$ cat src/rtl/chess_square.sv
// One square of the systolic move generator: emits rays for its own piece, forwards
// sliding rays when empty, and turns each incoming ray into a registered move candidate.
module chess_square (
   input  logic        clk,
   input  logic        rst_n,
   input  logic        engineColor,
   input  logic [5:0]  pieceReg,
   input  logic        enable,
   input  logic        clear,
   input  logic [5:0]  posReg,
   input  logic [10:0] U_in,
   input  logic [10:0] D_in,
   input  logic [10:0] L_in,
   input  logic [10:0] R_in,
   input  logic [10:0] UL_in,
   input  logic [10:0] UR_in,
   input  logic [10:0] DL_in,
   input  logic [10:0] DR_in,
   input  logic [7:0]  UUL_in,
   input  logic [7:0]  UUR_in,
   input  logic [7:0]  LLU_in,
   input  logic [7:0]  RRU_in,
   input  logic [7:0]  DDL_in,
   input  logic [7:0]  DDR_in,
   input  logic [7:0]  LLD_in,
   input  logic [7:0]  RRD_in,
   output logic [10:0] U_out,
   output logic [10:0] D_out,
   output logic [10:0] L_out,
   output logic [10:0] R_out,
   output logic [10:0] UL_out,
   output logic [10:0] UR_out,
   output logic [10:0] DL_out,
   output logic [10:0] DR_out,
   output logic [7:0]  UUL_out,
   output logic [7:0]  UUR_out,
   output logic [7:0]  LLU_out,
   output logic [7:0]  RRU_out,
   output logic [7:0]  DDL_out,
   output logic [7:0]  DDR_out,
   output logic [7:0]  LLD_out,
   output logic [7:0]  RRD_out,
   output logic [23:0] U_move,
   output logic [23:0] D_move,
   output logic [23:0] L_move,
   output logic [23:0] R_move,
   output logic [23:0] UL_move,
   output logic [23:0] UR_move,
   output logic [23:0] DL_move,
   output logic [23:0] DR_move,
   output logic [23:0] UUL_move,
   output logic [23:0] UUR_move,
   output logic [23:0] LLU_move,
   output logic [23:0] RRU_move,
   output logic [23:0] DDL_move,
   output logic [23:0] DDR_move,
   output logic [23:0] LLD_move,
   output logic [23:0] RRD_move
);

   // Slider index order: U D L R UL UR DL DR; knight order: UUL UUR LLU RRU DDL DDR LLD RRD
   logic [10:0] rays     [8];
   logic [7:0]  knights  [8];
   logic [10:0] ray_nxt  [8];
   logic [10:0] ray_p1   [8];
   logic [7:0]  kn_nxt   [8];
   logic [7:0]  kn_p1    [8];
   logic [23:0] move_nxt [16];
   logic [23:0] move_p1  [16];

   logic        empty, own, opp, orth, fwd, hit, kn_hit;
   logic [4:0]  captured, mover;
   logic [3:0]  own_atk;
   logic [10:0] src;

   assign rays    = '{U_in, D_in, L_in, R_in, UL_in, UR_in, DL_in, DR_in};
   assign knights = '{UUL_in, UUR_in, LLU_in, RRU_in, DDL_in, DDR_in, LLD_in, RRD_in};

   // U<->D, L<->R within the orthogonal half; UL<->DR, UR<->DL within the diagonal half
   function automatic logic [2:0] opposite(input logic [2:0] d);
      return d[2] ? (d ^ 3'd3) : (d ^ 3'd1);
   endfunction

   function automatic logic ray_ok(input logic [10:0] r, input logic is_orth, input logic color);
      return (r[10] == color) && (r[7] || r[6] || (is_orth ? r[9] : r[8]));
   endfunction

   function automatic logic [4:0] mover_of(input logic [3:0] atk);
      if (atk[3] && atk[2]) return 5'b11000;
      else if (atk[3])      return 5'b10000;
      else if (atk[2])      return 5'b01000;
      else if (atk[1])      return 5'b00100;
      else if (atk[0])      return 5'b00010;
      else                  return 5'b00000;
   endfunction

   always_comb begin
      empty    = (pieceReg[4:0] == 5'd0);
      own      = !empty && (pieceReg[5] == engineColor);
      opp      = !empty && !own;
      captured = opp ? pieceReg[4:0] : 5'd0;
      orth     = 1'b0;
      fwd      = 1'b0;
      own_atk  = '0;
      src      = '0;
      mover    = '0;
      hit      = 1'b0;
      kn_hit   = 1'b0;
      for (int d = 0; d < 8; d++) begin
         orth    = (d < 4);
         // Pawn rays point forward: U/UL/UR for white, D/DL/DR for black
         fwd     = engineColor ? (d == 0 || d == 4 || d == 5) : (d == 1 || d == 6 || d == 7);
         own_atk = {orth & pieceReg[4], ~orth & pieceReg[3], pieceReg[2], pieceReg[1] & fwd};
         src     = rays[opposite(3'(d))];
         ray_nxt[d] = '0;
         if (own && own_atk != 4'd0)
            ray_nxt[d] = {engineColor, own_atk, posReg};
         else if (empty && ray_ok(src, orth, engineColor) && (orth ? src[9] : src[8]))
            ray_nxt[d] = {src[10], src[9:8], 2'b00, src[5:0]};

         mover = mover_of(rays[d][9:6]);
         hit   = ray_ok(rays[d], orth, engineColor) && (empty || opp) &&
                 ((mover != 5'b00010) || (orth ? empty : opp));
         move_nxt[d] = hit ? {1'b1, rays[d][5:0], posReg, mover, captured, opp} : '0;

         kn_nxt[d]     = (own && pieceReg[0]) ? {engineColor, 1'b1, posReg} : '0;
         kn_hit        = (knights[d][7] == engineColor) && knights[d][6] && (empty || opp);
         move_nxt[8+d] = kn_hit ? {1'b1, knights[d][5:0], posReg, 5'b00001, captured, opp} : '0;
      end
   end

   // Output register stage
   always_ff @(posedge clk or negedge rst_n) begin
      if (!rst_n) begin
         ray_p1  <= '{default: '0};
         kn_p1   <= '{default: '0};
         move_p1 <= '{default: '0};
      end else if (clear) begin
         ray_p1  <= '{default: '0};
         kn_p1   <= '{default: '0};
         move_p1 <= '{default: '0};
      end else if (enable) begin
         ray_p1  <= ray_nxt;
         kn_p1   <= kn_nxt;
         move_p1 <= move_nxt;
      end
   end

   assign U_out    = ray_p1[0];
   assign D_out    = ray_p1[1];
   assign L_out    = ray_p1[2];
   assign R_out    = ray_p1[3];
   assign UL_out   = ray_p1[4];
   assign UR_out   = ray_p1[5];
   assign DL_out   = ray_p1[6];
   assign DR_out   = ray_p1[7];
   assign UUL_out  = kn_p1[0];
   assign UUR_out  = kn_p1[1];
   assign LLU_out  = kn_p1[2];
   assign RRU_out  = kn_p1[3];
   assign DDL_out  = kn_p1[4];
   assign DDR_out  = kn_p1[5];
   assign LLD_out  = kn_p1[6];
   assign RRD_out  = kn_p1[7];
   assign U_move   = move_p1[0];
   assign D_move   = move_p1[1];
   assign L_move   = move_p1[2];
   assign R_move   = move_p1[3];
   assign UL_move  = move_p1[4];
   assign UR_move  = move_p1[5];
   assign DL_move  = move_p1[6];
   assign DR_move  = move_p1[7];
   assign UUL_move = move_p1[8];
   assign UUR_move = move_p1[9];
   assign LLU_move = move_p1[10];
   assign RRU_move = move_p1[11];
   assign DDL_move = move_p1[12];
   assign DDR_move = move_p1[13];
   assign LLD_move = move_p1[14];
   assign RRD_move = move_p1[15];

endmodule

$ cat config.mk
export PLATFORM = sky130hd
export DESIGN_NAME = chess_square
export DESIGN_NICKNAME = d
export VERILOG_FILES = /design/src/rtl/chess_square.sv
export SDC_FILE = /design/constraint.sdc
export NUM_CORES = 1
export LEC_CHECK = 0
export BUFFER_PORTS_ARGS = -buffer_cell sky130_fd_sc_hd__buf_2
export CORE_AREA = 2 2 278 280
export CTS_CLUSTER_DIAMETER = 200
export DETAILED_ROUTE_END_ITERATION = 16
export DIE_AREA = 0 0 280 282
export GPL_ROUTABILITY_DRIVEN = 0
export PLACE_DENSITY_LB_ADDON = 0.05
export SYNTH_ARGS = -nofsm -noshare
export SYNTH_HDL_FRONTEND = slang
export SYNTH_SLANG_ARGS = --single-unit
$ cat constraint.sdc
create_clock -name clk -period 1.4 [get_ports clk]
set_clock_uncertainty 0.05 [all_clocks]
set_input_delay 0.14 -clock clk [delete_from_list [all_inputs] [get_ports clk]]
set_output_delay 0.14 -clock clk [all_outputs]
set_load 0.02 [all_outputs]
==> qor.csv <==
metric;value;unit
outcome;complete, but fails checks;
violations;hold timing, setup timing;
cts_made_buffers;53;
maxCapViolCount;0;
ant_nets;0;
multi_input_area;5930;um^2
finalCriticalPeriod;1500;ps
grt_overflow;0;
fin_cells;3505;
synthToLayoutAreaGrowth;64.3;%
yosysUniqueCellTypes;66;
drive_gt1_share;46.5;%
critPathLaunchType;flip-flop;
timing.hold.ws;-10.4;ps
finalCritPeriodShare;107;%
fp.dieW;280;um
rows;101;
insertion_delay;610;ps
ys_top_cells_by_area;dfrtp_1 (61%), a22o_1 (9.8%), buf_4 (5.6%);
clock_path_buffers;3;
syn-instance-count;1462;
placed_cells;3145;
boundaryPins;705;
antenna_found_initial;16;
rr_worst_depth;3;
r2r-start;RRD_out[0];
port_buffers;662;
ys_seq_area_share;60.7;%
num-fill-cells;7516;
syn_area_per_cell;12.0;um^2
initial_core_util;23.1;%
fmax;668;MHz
wirelength;81.9;mm
route.met2.wl;40.8;mm
cts_sinks;425;
die_y;282;um
setup_ws;-97.8;ps
drc;0;
netlist.area_leader.share;60.7;%
vias_per_cell;4.50;
cp.required;1210;ps
dr.first_iter.drc_count;885;
report.power.total;31.2;mW
netlist_area;17500;um^2
wl_met1;33.8;mm
ir_drop;833;uV
reg2reg_setup_slack;360;ps
grt_pass1_wl;114;mm
register_area;10700;um^2
clk_pin_slew;60;ps
vias;15800;
critPathArrivalTime;1310;ps
dp_hpwl;60.6;mm
power.density;1080;nW/um^2
die_area;79000;um^2
routedWlPerCell;23.4;um
cts_tree;built;
core;75700;um^2
synth_seq_cells;425;
rsz0062_at_grt;yes;
synthTopCellsByCount;dfrtp_1 (425), nand2_1 (200), a22o_1 (195);
worst_pin_slew;899;ps
fin_util;38.0;%
worstSetupPathType;reg -> out;
synthFlopType;dfrtp_1;
rr_endpoint;RRD_out[0];
slew_headroom;39.8;%
grt_max_degree;49;
top_layer;met5;
p_leak;14.8;nW
critPathCaptureType;primary output;
hp-class;in -> async;
yosysMostFrequentCell;dfrtp_1;
fin_nets;2651;
slew_viol_final;0;
met3_length;5.54;mm
synth_edf_count;0;
yosysTopAreaCell;dfrtp_1;
cts_root_buf;clkbuf_16;
yosys_warnings;0;
finalHoldViolCount;1;
synth_async_sr_flop_share;100;%
track_usage;19.7;%
htreeDepth;2;
grt_pass1_vias;16200;
drt_pass1_iterations;5;
setup_viol;65;
cp_max_fo;5;
power by group:
| part | internal [mW] | switching [mW] | total, mW |
|---|---|---|---|
| Combinational | 1.97 | 2.66 | 4.63 |
| Sequential | 12.6 | 0.210 | 12.8 |
| Clock | 7.99 | 5.73 | 13.7 |
| Total | 22.6 | 8.60 | 31.2 |
sequential cells by signal, indices dropped and copies added, names as in the netlist, 23 cells and up:
register and cells:
U_move 23, R_move 23, D_move 23, DL_move 23, UR_move 23, L_move 23, DR_move 23, UL_move 23
cells by family (layout without fill, tap and decap cells):
kind of cell	Yosys count	after routing	synth area share [%]
AO/OA/AOI/OAI	453	453	20.5
flip-flops	425	425	60.7
AND/OR/NAND/NOR	352	352	10.0
buffers and inverters	216	1236	7.79
XOR/XNOR	15	15	0.879
other	1	46	0.0214
layer usage:
metal / up-vias / global-route usage, %
met3: 113 / 5.70
li1: 7206 / -
met2: 484 / 33.7
met5: - / 0
met1: 7928 / 24.4
met4: 24 / 4.33
worst max path at each step:
| stage | depth (start not counted) | slack [ps] | start | endpoint |
|---|---|---|---|---|
| 2_1_floorplan | 7 | -140 | pieceReg[1] | DR_move[14] |
| 3_3_place_gp | 8 | -630 | engineColor | DDR_move[3] |
| 6_report | 2 | -100 | RRD_out[0] | RRD_out[0] |
| 3_5_place_dp | 8 | -660 | engineColor | DDR_move[3] |
| 4_1_cts | 1 | -140 | RRD_out[0] | RRD_out[0] |
| 5_1_grt | 2 | -140 | RRD_out[0] | RRD_out[0] |
final cells by class:
| cell class | instances | share of cell area, % |
|---|---|---|
| clock buffer | 72 | 5.17 |
| multi-input combinational | 862 | 20.6 |
| timing repair buffer | 1139 | 32.1 |
| sequential | 425 | 37.0 |
| clock inverter | 24 | 0.818 |
| inverter | 1 | 0.0130 |
| tap | 978 | 4.25 |
| antenna | 4 | 0.0348 |
placed cells by master, fill, tap and decap left out, types with 16 or more instances in the layout:
cell / n
a22o_1: 195
buf_2: 448
o21ai_1: 43
buf_4: 316
a32o_1: 19
o21ai_0: 75
buf_6: 159
dlygate4sd3_1: 149
nor3_4: 16
clkbuf_16: 56
a221o_1: 51
dfrtp_1: 413
nand2_1: 195
conb_1: 42
nor2_1: 55
buf_12: 61
through the flow:
step                setup slack, ps  area (um^2)  TNS, ps
detailed placement             -663        23400  -197880
global route                   -144        28800    -7590
floorplan                      -142        18000   -12160
finish                        -97.8        28800    -3490
CTS                            -141        27500   -11390
global placement               -629        23400  -195260
critical path, stage by stage, from the launching register on:
cell	delay, ps
dfrtp_2	410
buf_6	150
buf_6	130
what timing repair did:
| item | 4_1_cts | 5_1_grt |
|---|---|---|
| pin swaps | 0 | 12 |
| setup buffers | 41 | 67 |
| resized for setup | 203 | 231 |
| hold buffers | 149 | 10 |
| endpoints found under the hold margin | 710 | 12 |
| gates cloned | 0 | 2 |
| setup endpoints to repair | 186 | 320 |
(Power assumes the default switching activity.)
